**src/rtl/exe_stage_unit.sv**
```systemverilog
// exe_stage_unit: execute stage with single-cycle ALU and iterative 32-cycle multiply/divide
module exe_stage_unit #(
  parameter int XLEN = 32
) (
  input  logic            clk,
  input  logic            rst,
  input  logic            ewreg,
  input  logic            em2reg,
  input  logic            ewmem,
  input  logic            ealuimm,
  input  logic [3:0]      ealuc,
  input  logic [4:0]      edestReg,
  input  logic [XLEN-1:0] eqa,
  input  logic [XLEN-1:0] eqb,
  input  logic [XLEN-1:0] eimm32,
  output logic            stall,
  output logic            mwreg,
  output logic            mm2reg,
  output logic            mwmem,
  output logic [4:0]      mdestReg,
  output logic [XLEN-1:0] malu,
  output logic [XLEN-1:0] mqb
);
  localparam int CW = $clog2(XLEN);
  typedef enum logic [1:0] {IDLE, BUSY, DONE} state_t;
  state_t state_q, state_d;
  logic [CW-1:0] cnt_q;
  logic [3:0] op_q;
  logic [XLEN-1:0] a_q, b_q, acc_q;
  logic [XLEN-1:0] b, alu, res;
  logic [XLEN:0] r, diff;
  logic [CW-1:0] sh;
  logic is_mc, ge, load;
  logic mwreg_q, mm2reg_q, mwmem_q;
  logic [4:0] mdest_q;
  logic [XLEN-1:0] malu_q, mqb_q;
  assign b = ealuimm ? eimm32 : eqb;
  assign sh = b[CW-1:0];
  assign is_mc = ewreg && (ealuc == 4'hC || ealuc == 4'hD || ealuc == 4'hE);
  // restoring-division step: shift next dividend bit into the partial remainder and try the subtract
  assign r = {acc_q, a_q[XLEN-1]};
  assign diff = r - {1'b0, b_q};
  assign ge = r >= {1'b0, b_q};
  // single-cycle ALU; multicycle codes reaching here (ewreg=0) and the reserved code yield 0
  always_comb begin
    alu = '0;
    case (ealuc)
      4'h0: alu = eqa + b;
      4'h1: alu = eqa - b;
      4'h2: alu = eqa & b;
      4'h3: alu = eqa | b;
      4'h4: alu = eqa ^ b;
      4'h5: alu = eqa << sh;
      4'h6: alu = eqa >> sh;
      4'h7: alu = $unsigned($signed(eqa) >>> sh);
      4'h8: alu = {{(XLEN-1){1'b0}}, $signed(eqa) < $signed(b)};
      4'h9: alu = {{(XLEN-1){1'b0}}, eqa < b};
      4'hA: alu = b << 16;
      4'hB: alu = ~(eqa | b);
      default: alu = '0;
    endcase
  end
  // state register
  always_ff @(posedge clk or posedge rst)
    if (rst) state_q <= IDLE;
    else state_q <= state_d;
  // next-state logic
  always_comb begin
    state_d = IDLE;
    case (state_q)
      IDLE: state_d = is_mc ? BUSY : IDLE;
      BUSY: state_d = (cnt_q == CW'(XLEN-1)) ? DONE : BUSY;
      default: state_d = IDLE;
    endcase
  end
  // stall output; held low during reset even if a multicycle op is presented
  always_comb begin
    stall = !rst && ((state_q == IDLE && is_mc) || state_q == BUSY);
  end
  // operand capture and one multiply/divide iteration per BUSY cycle
  always_ff @(posedge clk or posedge rst) begin
    if (rst) begin
      a_q <= '0;
      b_q <= '0;
      acc_q <= '0;
      cnt_q <= '0;
      op_q <= '0;
    end else if (state_q == IDLE && is_mc) begin
      a_q <= eqa;
      b_q <= b;
      acc_q <= '0;
      cnt_q <= '0;
      op_q <= ealuc;
    end else if (state_q == BUSY) begin
      cnt_q <= cnt_q + 1'b1;
      if (op_q == 4'hC) begin
        acc_q <= acc_q + (b_q[0] ? a_q : '0);
        a_q <= a_q << 1;
        b_q <= b_q >> 1;
      end else begin
        acc_q <= ge ? diff[XLEN-1:0] : r[XLEN-1:0];
        a_q <= {a_q[XLEN-2:0], ge};
      end
    end
  end
  // m* load real values in plain IDLE and DONE, a bubble otherwise
  assign load = (state_q == IDLE && !is_mc) || state_q == DONE;
  assign res = state_q == DONE ? (op_q == 4'hD ? a_q : acc_q) : alu;
  // EXE/MEM boundary registers
  always_ff @(posedge clk or posedge rst) begin
    if (rst) begin
      mwreg_q <= 1'b0;
      mm2reg_q <= 1'b0;
      mwmem_q <= 1'b0;
      mdest_q <= '0;
      malu_q <= '0;
      mqb_q <= '0;
    end else begin
      mwreg_q <= load && ewreg;
      mm2reg_q <= load && em2reg;
      mwmem_q <= load && ewmem;
      mdest_q <= load ? edestReg : '0;
      malu_q <= load ? res : '0;
      mqb_q <= load ? eqb : '0;
    end
  end
  assign mwreg = mwreg_q;
  assign mm2reg = mm2reg_q;
  assign mwmem = mwmem_q;
  assign mdestReg = mdest_q;
  assign malu = malu_q;
  assign mqb = mqb_q;
endmodule
```
**config.mk**
```make
export PLATFORM = sky130hd
export DESIGN_NAME = exe_stage_unit
export DESIGN_NICKNAME = d
export VERILOG_FILES = /design/src/rtl/exe_stage_unit.sv
export SDC_FILE = /design/constraint.sdc
export NUM_CORES = 1
export LEC_CHECK = 0
export CAP_MARGIN = 20
export CORE_UTILIZATION = 35
export DETAILED_ROUTE_END_ITERATION = 8
export PLACE_DENSITY_LB_ADDON = 0.2
export SYNTH_ARGS = -nofsm -noshare
export SYNTH_HDL_FRONTEND = slang
export SYNTH_SLANG_ARGS = --single-unit
```
**constraint.sdc**
```tcl
create_clock -name clk -period 11.9 [get_ports clk]
set_input_delay 2.975 -clock clk [delete_from_list [all_inputs] [get_ports clk]]
set_output_delay 2.975 -clock clk [all_outputs]
set_load 0.005 [all_outputs]
```
==> flow_summary_export.csv, run 1 <==
group,metric,value,unit
logic_synthesis,synth_seq_cells,179,
sta,finalWorstSetupSlack,2820,ps
placement,port_buffers,183,
logic_synthesis,yosys.cell_types.count,86,
logic_synthesis,async_flop_share,1.00,
clock_network,cts.sinks,179,
power_and_ir_drop,p_comb_frac,0.648,
power_and_ir_drop,power.density,200,nW/um^2
status,run_status,"finished, final reports clean",
routing,ant_nets,0,
final_layout,ff_latch_area,4480,um^2
logic_synthesis,synth_edf_count,0,
routing,remaining_drc_errors,0,
floorplanning,die_area,60600,um^2
final_layout,final_util,0.411,
floorplanning,rows,89,
worst_hold_path,hold_path.class,"reg -> reg",
sta,worst_pin_slew,1150,ps
worst_setup_path,startpoint_type,"input pin",
power_and_ir_drop,switchingPower,0.00247,W
power_and_ir_drop,power,0.00484,W
worst_setup_path,cp.arrival,6110,ps
floorplanning,start_util,0.354,
floorplanning,die_w,246,um
sta,fin_crit,9080,ps
worst_hold_path,whs_path_depth,1,
worst_setup_path,r2r_slack,7470,ps
clock_network,ctsHoldBuffers,0,
logic_synthesis,yosysSeqAreaShare,0.215,
logic_synthesis,yosysWarnings,0,
clock_network,clk_pin_slew,70,ps
worst_setup_path,r2r_start,"b_q[0]$_DFFE_PP0P_",
routing,first_iter_violations,2457,
sta,rsz0062_at_grt,"no",
logic_synthesis,avgSynthCellArea,7.54,um^2
floorplanning,core,58900,um^2
placement,placed_area,23600,um^2
power_and_ir_drop,p_seq_frac,0.225,
worst_setup_path,cp-end-kind,"primary output",
placement,dpl.hpwl,82.0,mm
routing,via_count,22800,
sta,finalSetupViolCount,0,
sta,tns,0,ps
worst_hold_path,min_from,"op_q[3]$_DFFE_PP0P_",
routing,post_drt_wl_per_cell,29.2,um
flow_run,drv_cap,0,
logic_synthesis,syn_nets,3052,
clock_network,cts_tree,"done",
worst_setup_path,crit_type,"in -> out",
final_layout,multi_input_area,15200,um^2
final_layout,area_delta_synth_final,16.2,%
sta,hold_viol,0,
clock_network,post_cts_buffers,0,
floorplanning,io_pins,184,
clock_network,cts_buffers,17,
clock_network,cts_buffer_depth,2,
sta,max_freq,110,MHz
grt,grt_max_degree,127,
worst_setup_path,critical_path_required,8930,ps
grt,grt_use_total,0.348,
logic_synthesis,synth-main-ff-cell,"dfrtp_1",
placement,gp_congestion,1.01,
power_and_ir_drop,ir_drop,0.183,mV
grt,overflow,0,
final_layout,nets,3147,
routing,drt_first_pass_iters,6,
routing,wirelength,107,mm
final_layout,drive_gt1_frac,0.0581,
grt,grt_pass1_wl,153,mm
routing,routed_via_density,6.25,
clock_network,h-tree-depth,4,
worst_setup_path,startpoint,"ealuc[3]",
sta,relSlewSlack,0.223,
clock_network,cts_resized,0,
worst_setup_path,reg2regPathDepth,13,
grt,antenna_found_initial,3,
grt,grt_pass1_vias,21500,
sta,drv_slew,0,
placement,pre_cts_ws,2860,ps
clock_network,clkLatencyLatePin,500,ps
power_and_ir_drop,internal_power,0.00237,W
sta,finalClockSkew,26.3,ps
final_layout,fillCellCount,6090,
power_and_ir_drop,sw_frac_of_total,0.511,
power_and_ir_drop,clock_power_share,0.127,
worst_setup_path,crit_fanout,44,
clock_network,cts_root_buf,"clkbuf_16",
final_layout,postLayoutCellArea,24200,um^2
worst_setup_path,r2r_end,"acc_q[26]$_DFFE_PP0N_",
sta,period_share,0.763,
logic_synthesis,synth.cell_area,20900,um^2
power_and_ir_drop,power_leakage,10.3,nW
logic_synthesis,syn_inst,2767,
floorplanning,die-height,246,um
worst_hold_path,hold_end,"op_q[3]$_DFFE_PP0P_",
layout by cell type, fill, tap and decap left out, drive strengths merged, types with 54 or more instances in the layout:
| cell type | count |
|---|---|
| inv | 159 |
| a21oi | 267 |
| o21ai | 239 |
| dfrtp | 179 |
| mux2i | 186 |
| and2 | 80 |
| o211ai | 58 |
| nor2 | 248 |
| buf | 74 |
| a22oi | 54 |
| ha | 170 |
| clkdlybuf4s50 | 182 |
| nand2 | 297 |
worst max-delay path: stages:
cell and delay (ps):
clkdlybuf4s50_1 990, nand2_1 190, nor4b_2 270, buf_4 630, nor2_2 40, buf_4 270, nor2_1 140, clkdlybuf4s50_1 520
state kept, by name (all words and copies together) (netlist names):
signal / cells
a_q: 32
mwmem: 1
state_q: 2
mm2reg: 1
acc_q: 32
mdestReg: 5
malu: 32
cnt_q: 5
mqb: 32
op_q: 4
mwreg: 1
b_q: 32
per-stage QoR:
| step | cells | hold WS, ps |
|---|---|---|
| 4_1_cts | 3648 | 510 |
| 2_1_floorplan | 2767 | 457 |
| 3_5_place_dp | 3616 | 493 |
| 5_1_grt | 3649 | 531 |
| 3_3_place_gp | 3616 | 480 |
| 6_report | 3649 | 502 |
cell type report:
type                       instances  area share
multi-input combinational       2249       0.627
sequential                       179       0.185
inverter                         159      0.0250
tap                              773      0.0399
antenna                            1    0.000103
timing repair buffer             256      0.0980
clock buffer                      23      0.0201
clock inverter                     9     0.00491
per-layer routing:
layer  vias up  GRT usage  share of wire
met5         -          0              0
met4         0      0.144          0.043
met3       167     0.0612          0.081
met2      1093      0.532           0.44
met1     11300      0.480           0.44
li1      10300          -              -
cell families (layout without fill, tap and decap cells):
group,count (synthesis),count (layout),synth area share
compound gates,961,961,0.293
simple gates,831,831,0.181
buf+inv,339,447,0.0638
mux,210,210,0.111
flops,179,179,0.215
fa+ha+maj,174,174,0.106
xor+xnor,73,73,0.0313
other cells,0,1,0
synth_stat cells, types with 34 or more instances:
library cell	n	area (um^2)
nand3_1	39	195
inv_1	153	574
a31oi_1	38	238
ha_1	170	2130
nor3_1	45	225
a22oi_1	54	405
and2_1	79	494
clkbuf_1	141	529
nand2_1	297	1110
dfrtp_1	179	4480
a21oi_1	266	1330
xnor2_1	51	447
o21ai_0	228	1140
o211ai_1	58	435
mux2i_1	185	1850
nor2_1	248	931
a21o_1	40	300
o22ai_1	34	213
how the worst max path moves through the flow:
| stage | to | depth (start not counted) |
|---|---|---|
| 4_1_cts | stall | 8 |
| 2_1_floorplan | a_q[0]$_DFFE_PP0N_ | 1 |
| 6_report | stall | 8 |
| 3_3_place_gp | stall | 8 |
| 3_5_place_dp | stall | 8 |
| 5_1_grt | stall | 8 |
power by group through the flow:
| stage | logic, W | clock network [W] | registers, W |
|---|---|---|---|
| after floorplan | 0.00216 | 0 | 0.000975 |
| after global placement | 0.00304 | 0 | 0.00109 |
| after detailed placement | 0.00308 | 0 | 0.00110 |
| after CTS | 0.00310 | 0.000626 | 0.00109 |
| after global routing | 0.00343 | 0.000648 | 0.00112 |
| final | 0.00314 | 0.000614 | 0.00109 |
(Power assumes the default switching activity.)
==> inputs of run 2 (changes only) <==
==> constraint.sdc (replaced) <==
create_clock -name clk -period 8.85 [get_ports clk]
set_input_delay 2.2125 -clock clk [delete_from_list [all_inputs] [get_ports clk]]
set_output_delay 2.2125 -clock clk [all_outputs]
set_load 0.005 [all_outputs]
==> flow_summary_export.csv, run 2 (same netlist as run 1, synthesis figures left out) <==
group,metric,value,unit
worst_hold_path,hold_path.class,"reg -> reg",
placement,port_buffers,183,
final_layout,postLayoutCellArea,24300,um^2
grt,grt_max_degree,108,
grt,overflow,0,
sta,max_freq,142,MHz
worst_setup_path,worst_path_max_delay_cell,"clkdlybuf4s50_1",
grt,grt_use_total,0.359,
placement,gp_congestion,1.03,
clock_network,cts_tree,"done",
sta,finalClockSkew,33.1,ps
worst_setup_path,cp-end-kind,"primary output",
final_layout,area_delta_synth_final,16.6,%
sta,relSlewSlack,0.227,
floorplanning,die_w,246,um
clock_network,h-tree-depth,4,
worst_setup_path,cpPeakStageDelay,1160,ps
floorplanning,io_pins,184,
sta,rsz0062_at_grt,"no",
clock_network,cts.sinks,179,
final_layout,fillCellCount,6153,
floorplanning,rows,89,
sta,tns,0,ps
worst_setup_path,cp_top_family,"buffers and inverters",
worst_setup_path,critical_path_required,6640,ps
final_layout,drive_gt1_frac,0.0614,
floorplanning,die_area,60600,um^2
routing,wirelength,110,mm
flow_run,drv_cap,0,
clock_network,cts_buffer_depth,2,
final_layout,mostFrequentLayoutCells,"nand2_1, a21oi_1, nor2_1",
worst_setup_path,startpoint_type,"input pin",
worst_setup_path,cp_common_cell,"clkdlybuf4s50_1",
worst_setup_path,cp.arrival,4840,ps
worst_setup_path,crit_fanout,12,
worst_setup_path,crit_type,"in -> out",
sta,period_share,0.797,
routing,drt_first_pass_iters,6,
routing,ant_nets,0,
floorplanning,die-height,246,um
routing,first_iter_violations,2465,
clock_network,cts_resized,0,
routing,post_drt_wl_per_cell,30.1,um
routing,routed_via_density,6.33,
worst_setup_path,cp.buffers_inverters,2,
sta,hold_viol,0,
floorplanning,start_util,0.354,
sta,worst_pin_slew,1160,ps
routing,remaining_drc_errors,0,
power_and_ir_drop,power_leakage,10.4,nW
clock_network,ctsHoldBuffers,0,
floorplanning,core,58900,um^2
grt,grt_pass1_wl,157,mm
power_and_ir_drop,power.density,268,nW/um^2
grt,antenna_found_initial,2,
placement,dpl.hpwl,84.6,mm
sta,drv_slew,0,
status,run_status,"finished, final reports clean",
placement,placed_area,23700,um^2
clock_network,cts_buffers,17,
clock_network,clkLatencyLatePin,530,ps
power_and_ir_drop,ir_drop,0.201,mV
sta,finalSetupViolCount,0,
clock_network,clk_pin_slew,80,ps
sta,fin_crit,7050,ps
final_layout,nets,3155,
routing,via_count,23200,
clock_network,cts_root_buf,"clkbuf_16",
worst_setup_path,path_cells,"clkdlybuf4s50_1, nand2_1, nor4b_2, nor2_2, nor2_1, clkdlybuf4s50_1",
clock_network,post_cts_buffers,0,
final_layout,final_common_cell,"nand2_1",
grt,grt_pass1_vias,21900,
[run 2: cell types whose count changed in the layout (fill, tap and decap cells not counted), moves of 2 or more]
| cell | before | now |
|---|---|---|
| buf_2 | 1 | 3 |
| buf_1 | 0 | 2 |
| clkbuf_8 | 4 | 2 |
| clkinv_8 | 0 | 2 |
| bufinv_16 | 2 | 0 |
| inv_8 | 1 | 5 |
| diode_2 | 1 | 3 |
| clkbuf_1 | 2 | 0 |
| clkinv_4 | 3 | 5 |
[run 2: cell type report]
cell class                 instances  area, um^2  area share
timing repair buffer             264        2460       0.101
tap                              773         967      0.0398
inverter                         159         607      0.0250
clock inverter                    13         138     0.00566
multi-input combinational       2249       15200       0.625
clock buffer                      19         453      0.0186
sequential                       179        4480       0.184
antenna                            3        7.51    0.000309
[run 2: report_power, final]
group	switching [W]	internal [W]	total, W
registers	0.000339	0.00110	0.00144
clock network	0.000448	0.000390	0.000837
logic	0.00259	0.00164	0.00423
[run 2: per-stage QoR]
| step | std cells | hold slack (ps) | setup WS, ps | utilization | total power [W] |
|---|---|---|---|---|---|
| 5_1_grt | 3656 | 520 | 1610 | 0.413 | 0.00696 |
| 3_3_place_gp | 3616 | 477 | 1380 | 0.401 | 0.00554 |
| 6_report | 3659 | 501 | 1800 | 0.413 | 0.00651 |
| 2_1_floorplan | 2767 | 457 | 1780 | - | 0.00422 |
| 4_1_cts | 3654 | 502 | 1950 | 0.412 | 0.00644 |
| 3_5_place_dp | 3622 | 479 | 1500 | 0.402 | 0.00558 |
[run 2: per-layer routing]
layer  global-route usage  wire [um]  vias to the layer above
met5                    0         13                        -
met4                0.151       4710                        2
met3               0.0637       8780                      184
met2                0.553      48600                     1105
met1                0.491      48100                    11500
li1                     -          -                    10300
[run 2: worst paths after layout]
kind                                     start               endpoint  slack [ps]  depth (start not counted)
setup / recovery                      ealuc[2]                  stall        1800                          6
hold / removal             op_q[3]$_DFFE_PP0P_    op_q[3]$_DFFE_PP0P_         500                          1
setup reg to reg            b_q[0]$_DFFE_PP0P_  acc_q[26]$_DFFE_PP0N_        4750                         14
hold reg to reg            op_q[3]$_DFFE_PP0P_    op_q[3]$_DFFE_PP0P_         500                          1
max in group asynchronous                  rst    b_q[21]$_DFFE_PP0P_        5240                          4
min in group asynchronous                  rst  acc_q[17]$_DFFE_PP0N_        2260                          2
